$ cat config.mk
export PLATFORM = sky130hd
export DESIGN_NAME = lag_measure
export DESIGN_NICKNAME = d
export VERILOG_FILES = /design/src/rtl/lag_measure_pkg.sv /design/src/rtl/lag_measure_bcd_counter.sv /design/src/rtl/lag_measure.sv
export SDC_FILE = /design/constraint.sdc
export NUM_CORES = 1
export LEC_CHECK = 0
export BUFFER_PORTS_ARGS = -buffer_cell sky130_fd_sc_hd__buf_2
export CORE_MARGIN = 2
export CORE_UTILIZATION = 30
export CTS_CLUSTER_DIAMETER = 60
export DETAILED_ROUTE_END_ITERATION = 6
export GPL_TIMING_DRIVEN = 1
export SYNTH_ARGS = -nofsm -noshare
export SYNTH_HDL_FRONTEND = slang
export SYNTH_HIERARCHICAL = 1
export SYNTH_SLANG_ARGS = --single-unit
$ cat constraint.sdc
create_clock -name i_clock -period 2.8 [get_ports i_clock]
set_input_delay 0.56 -clock i_clock [delete_from_list [all_inputs] [get_ports i_clock]]
set_output_delay 0.56 -clock i_clock [all_outputs]
set_load 0.1 [all_outputs]
$ cat src/rtl/lag_measure_pkg.sv
// ---------------------------------------------------------------------------
// lag_measure_pkg
// Shared definitions for the display-lag measurement block: the FSM state
// encoding, the packed-BCD geometry of the lag readouts and a helper that
// advances a packed-BCD value by one with cascaded digit carry.
// No ports (package).
// ---------------------------------------------------------------------------
package lag_measure_pkg;

  // Six BCD digits laid out as mmm.uuu milliseconds
  localparam int LAG_BCD_DIGITS = 6;
  localparam int LAG_BCD_WIDTH  = 4 * LAG_BCD_DIGITS;
  localparam logic [LAG_BCD_WIDTH-1:0] LAG_BCD_MAX = 24'h999999;

  typedef enum logic [1:0] {
    IDLE      = 2'd0,
    MEASURING = 2'd1,
    CONFIRM   = 2'd2,
    TIMEOUT   = 2'd3
  } lagState_t;

  // Adds one to a packed-BCD value. Each digit that sits at 9 rolls to 0 and
  // passes the carry on to the next digit up; the first digit below 9 absorbs
  // the carry. An all-nines value wraps to zero.
  function automatic logic [LAG_BCD_WIDTH-1:0] bcdIncrement(
    input logic [LAG_BCD_WIDTH-1:0] value
  );
    logic [LAG_BCD_WIDTH-1:0] result;
    logic                     carry;
    result = value;
    carry  = 1'b1;
    for (int d = 0; d < LAG_BCD_DIGITS; d++) begin
      if (carry) begin
        if (value[4*d +: 4] == 4'd9) begin
          result[4*d +: 4] = 4'd0;
        end else begin
          result[4*d +: 4] = value[4*d +: 4] + 4'd1;
          carry            = 1'b0;
        end
      end
    end
    return result;
  endfunction

endpackage

$ cat src/rtl/lag_measure_bcd_counter.sv
// ---------------------------------------------------------------------------
// lag_measure_bcd_counter
// Six-digit cascaded BCD up-counter with synchronous clear and count enable.
// Used as the microsecond accumulator of the lag measurement and suitable for
// reuse wherever a decimal readout counter is needed.
// Ports:
//   i_clock    in   1   clock, rising edge
//   i_reset_n  in   1   synchronous active-low reset, count -> 0
//   i_clear    in   1   synchronous clear, wins over i_enable
//   i_enable   in   1   advance the count by one this cycle
//   o_count    out  24  current count, packed BCD
// ---------------------------------------------------------------------------
module lag_measure_bcd_counter
  import lag_measure_pkg::*;
(
  input  logic                     i_clock,
  input  logic                     i_reset_n,
  input  logic                     i_clear,
  input  logic                     i_enable,
  output logic [LAG_BCD_WIDTH-1:0] o_count
);

  logic [LAG_BCD_WIDTH-1:0] r_count;

  // Count register: clear takes priority so a fresh measurement always
  // starts from zero even if a tick lands on the same cycle.
  always_ff @(posedge i_clock) begin
    if (!i_reset_n) begin
      r_count <= '0;
    end else if (i_clear) begin
      r_count <= '0;
    end else if (i_enable) begin
      r_count <= bcdIncrement(r_count);
    end
  end

  assign o_count = r_count;

endmodule

$ cat src/rtl/lag_measure.sv
// ---------------------------------------------------------------------------
// lag_measure
// Measures display input lag: the time from the start trigger (first white
// test-field frame) to the photo-sensor's confirmed rising edge, in whole
// microseconds as packed BCD (mmm.uuu ms). Keeps the last lag plus the
// minimum and maximum valid lag since reset or the last stats clear.
// Parameters:
//   CYCLES_PER_US    clock cycles per microsecond tick (>= 2)
//   DEBOUNCE_CYCLES  cycles the synced sensor must stay high to confirm (>= 1)
//   TIMEOUT_BCD      counter value at which a measurement is abandoned
// Ports:
//   i_clock         in   1   pixel clock, rising edge
//   i_reset_n       in   1   synchronous active-low reset
//   i_starttrigger  in   1   one-cycle pulse, starts a measurement
//   i_sensor        in   1   raw asynchronous photo-sensor, 1 = light
//   i_clear_stats   in   1   one-cycle pulse, resets min/max
//   o_busy          out  1   high while measuring
//   o_lag_valid     out  1   one-cycle pulse, o_lag_bcd just updated
//   o_lag_timeout   out  1   one-cycle pulse, measurement abandoned
//   o_lag_bcd       out  24  last measured lag
//   o_lag_min_bcd   out  24  smallest valid lag
//   o_lag_max_bcd   out  24  largest valid lag
// ---------------------------------------------------------------------------
module lag_measure
  import lag_measure_pkg::*;
#(
  parameter int                       CYCLES_PER_US   = 74,
  parameter int                       DEBOUNCE_CYCLES = 16,
  parameter logic [LAG_BCD_WIDTH-1:0] TIMEOUT_BCD     = LAG_BCD_MAX
)(
  input  logic                     i_clock,
  input  logic                     i_reset_n,
  input  logic                     i_starttrigger,
  input  logic                     i_sensor,
  input  logic                     i_clear_stats,
  output logic                     o_busy,
  output logic                     o_lag_valid,
  output logic                     o_lag_timeout,
  output logic [LAG_BCD_WIDTH-1:0] o_lag_bcd,
  output logic [LAG_BCD_WIDTH-1:0] o_lag_min_bcd,
  output logic [LAG_BCD_WIDTH-1:0] o_lag_max_bcd
);

  localparam int PRESCALE_W = $clog2(CYCLES_PER_US);
  localparam int DEBOUNCE_W = $clog2(DEBOUNCE_CYCLES + 1);
  localparam logic [PRESCALE_W-1:0] PRESCALE_LAST = PRESCALE_W'(CYCLES_PER_US - 1);
  localparam logic [DEBOUNCE_W-1:0] DEBOUNCE_DONE = DEBOUNCE_W'(DEBOUNCE_CYCLES);

  lagState_t r_state;
  lagState_t w_nextState;

  logic                     r_syncMeta;
  logic                     r_syncSensor;
  logic                     r_syncDelayed;
  logic                     w_sensorEdge;

  logic [PRESCALE_W-1:0]    r_prescaler;
  logic                     w_tick;
  logic [LAG_BCD_WIDTH-1:0] w_count;

  logic                     r_capPending;
  logic [LAG_BCD_WIDTH-1:0] r_capture;
  logic [DEBOUNCE_W-1:0]    r_debounce;
  logic [DEBOUNCE_W-1:0]    w_debounceNext;
  logic                     w_captureNow;
  logic                     w_debounceStep;
  logic                     w_hitConfirmed;
  logic                     w_startMeasure;

  logic                     w_busy;
  logic                     w_loadResult;
  logic                     w_abort;

  logic                     r_lagValid;
  logic                     r_lagTimeout;
  logic [LAG_BCD_WIDTH-1:0] r_lagBcd;
  logic [LAG_BCD_WIDTH-1:0] r_lagMinBcd;
  logic [LAG_BCD_WIDTH-1:0] r_lagMaxBcd;

  // Two-flop synchroniser for the asynchronous sensor plus one more stage so
  // a rising edge can be seen. The synchroniser delay is part of the lag.
  always_ff @(posedge i_clock) begin
    if (!i_reset_n) begin
      r_syncMeta    <= 1'b0;
      r_syncSensor  <= 1'b0;
      r_syncDelayed <= 1'b0;
    end else begin
      r_syncMeta    <= i_sensor;
      r_syncSensor  <= r_syncMeta;
      r_syncDelayed <= r_syncSensor;
    end
  end

  assign w_sensorEdge = r_syncSensor & ~r_syncDelayed;

  // Triggers are only honoured from IDLE; a trigger while busy is dropped
  // and a sensor edge on the trigger cycle is never captured.
  assign w_startMeasure = (r_state == IDLE) && i_starttrigger;

  // Capture/debounce decisions. An edge only captures when nothing is
  // pending; the debounce count starts at 1 on the capturing cycle so that
  // a hit confirms after DEBOUNCE_CYCLES cycles of high synced sensor.
  assign w_captureNow   = (r_state == MEASURING) && !r_capPending && w_sensorEdge;
  assign w_debounceStep = (r_state == MEASURING) && r_capPending && r_syncSensor;
  assign w_debounceNext = w_captureNow ? DEBOUNCE_W'(1) : (r_debounce + DEBOUNCE_W'(1));
  assign w_hitConfirmed = (w_captureNow || w_debounceStep) && (w_debounceNext == DEBOUNCE_DONE);

  // Prescaler. The trigger cycle itself counts as slot 0, so the register
  // loads 1 on the trigger edge; this makes the microsecond count equal to
  // floor(cycles since trigger / CYCLES_PER_US). Held at zero when idle.
  always_ff @(posedge i_clock) begin
    if (!i_reset_n) begin
      r_prescaler <= '0;
    end else if (w_startMeasure) begin
      r_prescaler <= PRESCALE_W'(1);
    end else if (r_state == MEASURING) begin
      r_prescaler <= w_tick ? '0 : (r_prescaler + PRESCALE_W'(1));
    end else begin
      r_prescaler <= '0;
    end
  end

  assign w_tick = (r_state == MEASURING) && (r_prescaler == PRESCALE_LAST);

  lag_measure_bcd_counter u_usCounter (
    .i_clock   (i_clock),
    .i_reset_n (i_reset_n),
    .i_clear   (w_startMeasure),
    .i_enable  (w_tick),
    .o_count   (w_count)
  );

  // Capture and debounce state. A pending capture that sees the synced
  // sensor drop is discarded and the search for the next edge carries on.
  always_ff @(posedge i_clock) begin
    if (!i_reset_n) begin
      r_capPending <= 1'b0;
      r_capture    <= '0;
      r_debounce   <= '0;
    end else if (w_startMeasure) begin
      r_capPending <= 1'b0;
      r_capture    <= '0;
      r_debounce   <= '0;
    end else if (w_captureNow) begin
      r_capPending <= 1'b1;
      r_capture    <= w_count;
      r_debounce   <= w_debounceNext;
    end else if (w_debounceStep) begin
      r_debounce   <= w_debounceNext;
    end else if ((r_state == MEASURING) && r_capPending) begin
      r_capPending <= 1'b0;
      r_debounce   <= '0;
    end
  end

  // FSM state register.
  always_ff @(posedge i_clock) begin
    if (!i_reset_n) begin
      r_state <= IDLE;
    end else begin
      r_state <= w_nextState;
    end
  end

  // FSM next-state logic. A hit confirmed on the same cycle the counter
  // reaches the timeout value still counts as a hit.
  always_comb begin
    w_nextState = r_state;
    case (r_state)
      IDLE: begin
        if (i_starttrigger) begin
          w_nextState = MEASURING;
        end
      end
      MEASURING: begin
        if (w_hitConfirmed) begin
          w_nextState = CONFIRM;
        end else if (w_count == TIMEOUT_BCD) begin
          w_nextState = TIMEOUT;
        end
      end
      CONFIRM: w_nextState = IDLE;
      TIMEOUT: w_nextState = IDLE;
      default: w_nextState = IDLE;
    endcase
  end

  // FSM outputs, decoded from the current state.
  always_comb begin
    w_busy       = 1'b0;
    w_loadResult = 1'b0;
    w_abort      = 1'b0;
    case (r_state)
      MEASURING: w_busy       = 1'b1;
      CONFIRM:   w_loadResult = 1'b1;
      TIMEOUT:   w_abort      = 1'b1;
      default: begin
        w_busy       = 1'b0;
        w_loadResult = 1'b0;
        w_abort      = 1'b0;
      end
    endcase
  end

  // Result and statistics registers. Packed BCD compares correctly as an
  // unsigned number. A stats clear coinciding with a result is applied
  // first, so the new lag seeds both min and max.
  always_ff @(posedge i_clock) begin
    if (!i_reset_n) begin
      r_lagValid   <= 1'b0;
      r_lagTimeout <= 1'b0;
      r_lagBcd     <= '0;
      r_lagMinBcd  <= LAG_BCD_MAX;
      r_lagMaxBcd  <= '0;
    end else begin
      r_lagValid   <= w_loadResult;
      r_lagTimeout <= w_abort;
      if (w_loadResult) begin
        r_lagBcd <= r_capture;
      end
      if (w_loadResult && i_clear_stats) begin
        r_lagMinBcd <= r_capture;
        r_lagMaxBcd <= r_capture;
      end else if (w_loadResult) begin
        if (r_capture < r_lagMinBcd) begin
          r_lagMinBcd <= r_capture;
        end
        if (r_capture > r_lagMaxBcd) begin
          r_lagMaxBcd <= r_capture;
        end
      end else if (i_clear_stats) begin
        r_lagMinBcd <= LAG_BCD_MAX;
        r_lagMaxBcd <= '0;
      end
    end
  end

  assign o_busy        = w_busy;
  assign o_lag_valid   = r_lagValid;
  assign o_lag_timeout = r_lagTimeout;
  assign o_lag_bcd     = r_lagBcd;
  assign o_lag_min_bcd = r_lagMinBcd;
  assign o_lag_max_bcd = r_lagMaxBcd;

endmodule
; Yosys cells after proc, flatten, opt, wreduce, memory -nomap -nowiden
; Cells that the tools add are included.
[word_totals]
word_cells = 132
register_bits = 140
in_bits = 5
out_inout_bits = 75
[classes]
add_sub_neg = 8
bitwise_logic = 4
magnitude_cmp = 2
eq_ne = 17
reduce_logical = 26
mux = 55
[ops]
columns = operator, count
row1 = 24-bit two-way mux, 8
row2 = 1-bit two-way mux, 33
row3 = "4-bit by 1-bit adder with 4-bit output, second input constant", 6
row4 = "24-bit == test, second input constant", 1
row5 = "4-bit == test, second input constant", 6
row6 = 24-bit greater-than comparator, 1
row7 = 24-bit < comparator, 1
row8 = 4-bit two-way mux, 6
row9 = 5-bit two-way mux, 4
row10 = 2-bit AND reduction, 9
row11 = 1-bit logical AND, 8
row12 = "7-bit by 1-bit adder with 7-bit output, second input constant", 1
row13 = "7-bit == test, second input constant", 1
row14 = 2-bit two-way mux, 3
row15 = "3-bit by 1-bit != test with 1-bit output, second input constant", 2
row16 = 2-bit one-hot mux with 3 select lines, 1
row17 = 3-bit nonzero test, 2
row18 = "5-bit by 1-bit adder with 5-bit output, second input constant", 1
row19 = "5-bit == test, second input constant", 1
row20 = "2-bit == test, second input constant", 2
row21 = "2-bit != test, second input constant", 2
row22 = 2-bit OR reduction, 2
row23 = 4-bit OR reduction, 1
row24 = "3-bit by 2-bit != test with 1-bit output, second input constant", 1
row25 = other kinds (7), 9

; Depth between registers and ports, before layout
[depth]
depth_word = 22
depth_mapped = 9
depth_no_buf = 8

; Hierarchy
; Netlist, hierarchy kept.
[by_module_without_submodules]
columns = module, area_per_inst_um2, n_inst, seq_area_each_um2, cells_each
row1 = lag_measure, 5925.7, 1, 2322.2, 729
row2 = lag_measure_bcd_counter, 1317.5, 1, 480.5, 154

; Least setup slack after synthesis
; Ideal clock, no wire load.
[synth_path]
path_type = register to register
startpoint = reg r_lagMinBcd[13] (netlist: o_lag_min_bcd[13])
endpoint = reg r_lagMinBcd[11] (netlist: o_lag_min_bcd[11])
period_less_slack_ps = 2735
stages_incl_launch_ff = 10
setup_ps = 121
path_slack_ps = 65
required_ps = 2679
arrival_time_ps = 2614
path_buffers = 1
cell_sequence = dfxtp_1 > inv_1 > ha_1 > a21o_1 > a21o_1 > a21oi_1 > o31a_1 > nand4_1 > buf_2 > o221a_1
[synth_between]
elab_chain_len = 3
[synth_lines]
columns = element, line_no
row1 = start: declaration, lag_measure.sv:77  ; logic [LAG_BCD_WIDTH-1:0] r_lagMinBcd;
row2 = start signal: assignment, lag_measure.sv:222  ; r_lagMinBcd <= r_capture;
row3 = start signal: assignment, lag_measure.sv:226  ; r_lagMinBcd <= r_capture;
row4 = 24-bit < comparator, lag_measure.sv:225  ; if (r_capture < r_lagMinBcd) begin
row5 = 3-bit by 1-bit != test with 1-bit output (no source line), n/a
row6 = 2-bit AND reduction (no source line), n/a
; Every way passes these cells.
; A chain may end at the register's enable or synchronous reset.

; Worst setup path after layout
[layout_path]
startpoint = reg r_capture[9]
endpoint = reg r_lagMaxBcd[10] (netlist: o_lag_max_bcd[10])
[layout_between]
elab_chain_len = 3
[layout_lines]
columns = element, line_no
row1 = start: declaration, lag_measure.sv:62  ; logic [LAG_BCD_WIDTH-1:0] r_capture;
row2 = start signal: assignment, lag_measure.sv:146  ; r_capture <= w_count;
row3 = 24-bit greater-than comparator, lag_measure.sv:228  ; if (r_capture > r_lagMaxBcd) begin
row4 = 3-bit by 1-bit != test with 1-bit output (no source line), n/a
row5 = 2-bit AND reduction (no source line), n/a
row6 = end signal: assignment, lag_measure.sv:223  ; r_lagMaxBcd <= r_capture;
row7 = end signal: assignment, lag_measure.sv:229  ; r_lagMaxBcd <= r_capture;
row8 = end: declaration, lag_measure.sv:78  ; logic [LAG_BCD_WIDTH-1:0] r_lagMaxBcd;
; Every way passes these cells.

==> impl_metrics.csv <==
group,metric,value,unit
status,outcome,"finished, final reports clean",
cts,cts_setup_buffers,0,
routing,vias_per_cell,4.93,
routing,num_vias,6362,
cts,cts-root-buf,"clkbuf_16",
power_and_ir_drop,power.share.combinational,3.0,%
setup_path,worstPathMaxFanout,14,
sta,slew_violations,0,
global_routing,grt-busiest-layer,"met2",
cts,cts.sinks,140,
setup_path,reg2reg_depth,7,
logic_synthesis,async_flop_share,0,%
sta,rsz0062_at_grt,"false",
setup_path,worstSetupStartpointType,"flip-flop",
sta,setup_tns,0,ps
global_routing,use_met1,21.3,%
floorplan,dieArea,0.0254,mm²
place,place_hpwl,13800,µm
power_and_ir_drop,clockPowerShare,50.6,%
logic_synthesis,synth_top_area_share,38.7,%
logic_synthesis,synth_common_cells,"nand2_1 (175), dfxtp_1 (140), inv_1 (69)",
logic_synthesis,syn_area,0.00724,mm²
finish,synthToLayoutAreaGrowth,18.3,%
logic_synthesis,syn_inst,883,
routing,dr.pass1.iters,5,
setup_path,slowest_stage,"dfxtp_1",
logic_synthesis,syn_avg_cell_area,8.20,µm²
power_and_ir_drop,p_leak,3.32,nW
setup_path,end_kind,"flip-flop",
power_and_ir_drop,power.net_switching,1.05,mW
finish,design_area,0.00857,mm²
power_and_ir_drop,internal_power,3.26,mW
floorplan,die_h,159,µm
sta,fmax,0.423,GHz
finish,drive_gt1_share,16.4,%
setup_path,r2r_start,"r_capture[9]",
place,gp_congestion,0.843,
floorplan,core,0.0236,mm²
routing,wl_per_cell,14.9,µm
global_routing,track_usage,15.3,%
routing,drcViolationCount,0,
finish,fin_nets,1014,
power_and_ir_drop,p_total,4.32,mW
cts,cts-resized-gates,0,
min_path,min_from,"i_sensor",
logic_synthesis,synth-main-ff-cell,"dfxtp_1",
sta,worst_pin_slew,927,ps
sta,setup_viol,0,
sta,relSlewSlack,38.2,%
logic_synthesis,synth.largest_area_cell,"dfxtp_1",
cts,ctsHoldBuffers,0,
floorplan,num_rows,56,
finish,regArea,0.00280,mm²
finish,fin_cells,1291,
place,placed_cell_area,0.00800,mm²
setup_path,path_cells,"ha_1 > a21oi_1 > o21ai_0 > o311a_2 > o211ai_4 > buf_12 > o22ai_1",
global_routing,grt_max_degree,108,
setup_path,r2r-end,"o_lag_max_bcd[10]",
setup_path,crit_family,"compound AO/OA/AOI/OAI gates",
cts,cts_tree,"built",
global_routing,grt_pass1_vias,5878,
job,max_cap_viol_count,0,
sta,post-route-period-util,84.4,%
cts,clk_latency,430,ps
logic_synthesis,synth_edf_count,0,
logic_synthesis,synth_area_leaders,"dfxtp_1 (39%), nand2_1 (9.1%), ha_1 (8.6%)",
routing,drt-total-wl,19200,µm
setup_path,required,3100,ps
finish,fillers,2454,
logic_synthesis,synth_most_common_cell,"nand2_1",
finish,diodes,0,
logic_synthesis,synth_seq_cells,140,
logic_synthesis,ys_types,71,
power_and_ir_drop,vdd_drop_max,0.390,mV
logic_synthesis,ys_warn_count,6,
floorplan,ioPinCount,80,
cts,cts_buffers,17,
logic_synthesis,yosysSeqAreaShare,38.7,%
setup_path,r2r_slack,440,ps
cts,h-tree-depth,4,
min_path,min_to,"r_syncMeta",
finish,multi_input_area,0.00390,mm²
power_and_ir_drop,swShare,24.4,%
setup_path,critical-path-max-stage-delay,510,ps
floorplan,start_util,30.7,%
cts,clkTransAtPathRegs,70,ps
sta,min_period,2360,ps
setup_path,cp_num_buf_inv,1,
min_path,min_path_type,"input pin to flip-flop",
min_path,hold_depth,2,
sta,finClkSkew,9.27,ps
power_and_ir_drop,power_density,504,mW/mm²
global_routing,overflow,0,
routing,drt_iter0_drc,486,
setup_path,crit_type,"flip-flop to flip-flop",
global_routing,met3_usage,4.06,%
cts,cts.path.max_buffers,2,
power_and_ir_drop,power_frac_seq,46.4,%
sta,finalHoldViolCount,0,
global_routing,antenna_found_initial,0,
place,portBuffers,79,
global_routing,use_met2,23.5,%
place,dp_cells,1259,
finish,final_util,36.3,%
floorplan,die_w,159,µm
logic_synthesis,syn_nets,938,
routing,ant_nets,0,
setup_path,worstPathArrival,2660,ps
setup_path,cp.depth,7,
global_routing,grt_first_pass_wirelength,31500,µm
==> how the worst max path moves through the flow <==
stage	startpoint	to	slack [ps]
3_3_place_gp	r_capture[23]	o_lag_min_bcd[1]	470
2_1_floorplan	o_lag_min_bcd[13]	o_lag_min_bcd[11]	60
6_report	r_capture[9]	o_lag_max_bcd[10]	440
4_1_cts	r_capture[1]	o_lag_max_bcd[19]	430
3_5_place_dp	r_capture[1]	o_lag_max_bcd[19]	450
5_1_grt	r_capture[9]	o_lag_max_bcd[16]	250
==> area by class of cell <==
| type | instances | share of cell area [%] |
|---|---|---|
| timing repair buffer | 106 | 7.42 |
| clock inverter | 15 | 1.65 |
| clock buffer | 17 | 4.97 |
| inverter | 70 | 3.07 |
| multi-input combinational | 624 | 45.5 |
| sequential | 140 | 32.7 |
| tap | 319 | 4.66 |
==> power groups by stage <==
stage / sequential, mW / combinational [mW] / clock, mW
2_1_floorplan: 2.05 / 0.0922 / 0
3_3_place_gp: 2.05 / 0.129 / 0
3_5_place_dp: 2.05 / 0.129 / 0
4_1_cts: 2.00 / 0.129 / 2.21
5_1_grt: 2.00 / 0.140 / 2.30
6_report: 2.00 / 0.128 / 2.19
==> layout by cell type (no fill, tap or decap), drive strengths merged, types with 21 or more instances in the layout <==
master,Yosys,final
o21ai,29,29
dfxtp,140,140
ha,50,50
nand2,175,175
nor2,42,42
a21oi,62,62
inv,70,74
a21boi,24,24
nor3,21,21
o22ai,25,25
buf,20,106
==> per-stage QoR <==
stage,hold WS (ps),setup WS (ps)
after global placement,417,470
after detailed placement,427,448
after floorplan,412,64.9
after global routing,328,248
final,337,435
after CTS,331,435
==> kinds of logic (layout without fill, tap and decap cells) <==
logic type | count (synthesis) | count (layout) | share of synthesized area (%)
adder cells (fa/ha/maj) | 50 | 50 | 8.64
multiplexers | 1 | 1 | 0.138
AO/OA/AOI/OAI | 209 | 209 | 19.5
buffers and inverters | 119 | 208 | 7.48
AND/OR/NAND/NOR | 350 | 350 | 23.8
XOR/XNOR | 14 | 14 | 1.69
flip-flops | 140 | 140 | 38.7
==> flip-flops by register name (all words and copies together), names as in the netlist <==
signal	flops
o_lag_valid	1
r_debounce	5
o_lag_min_bcd	24
r_capture	24
u_usCounter/o_count	24
o_lag_max_bcd	24
r_syncSensor	1
r_prescaler	7
r_syncMeta	1
r_capPending	1
r_state	2
o_lag_bcd	24
r_syncDelayed	1
o_lag_timeout	1
==> metal layers <==
layer	routed length [µm]	part of all wire, %
met5	0	0
met4	183	0.95
met3	1090	5.7
met2	8490	44
met1	9430	49
No activity file was read; power rests on OpenSTA's default activity.
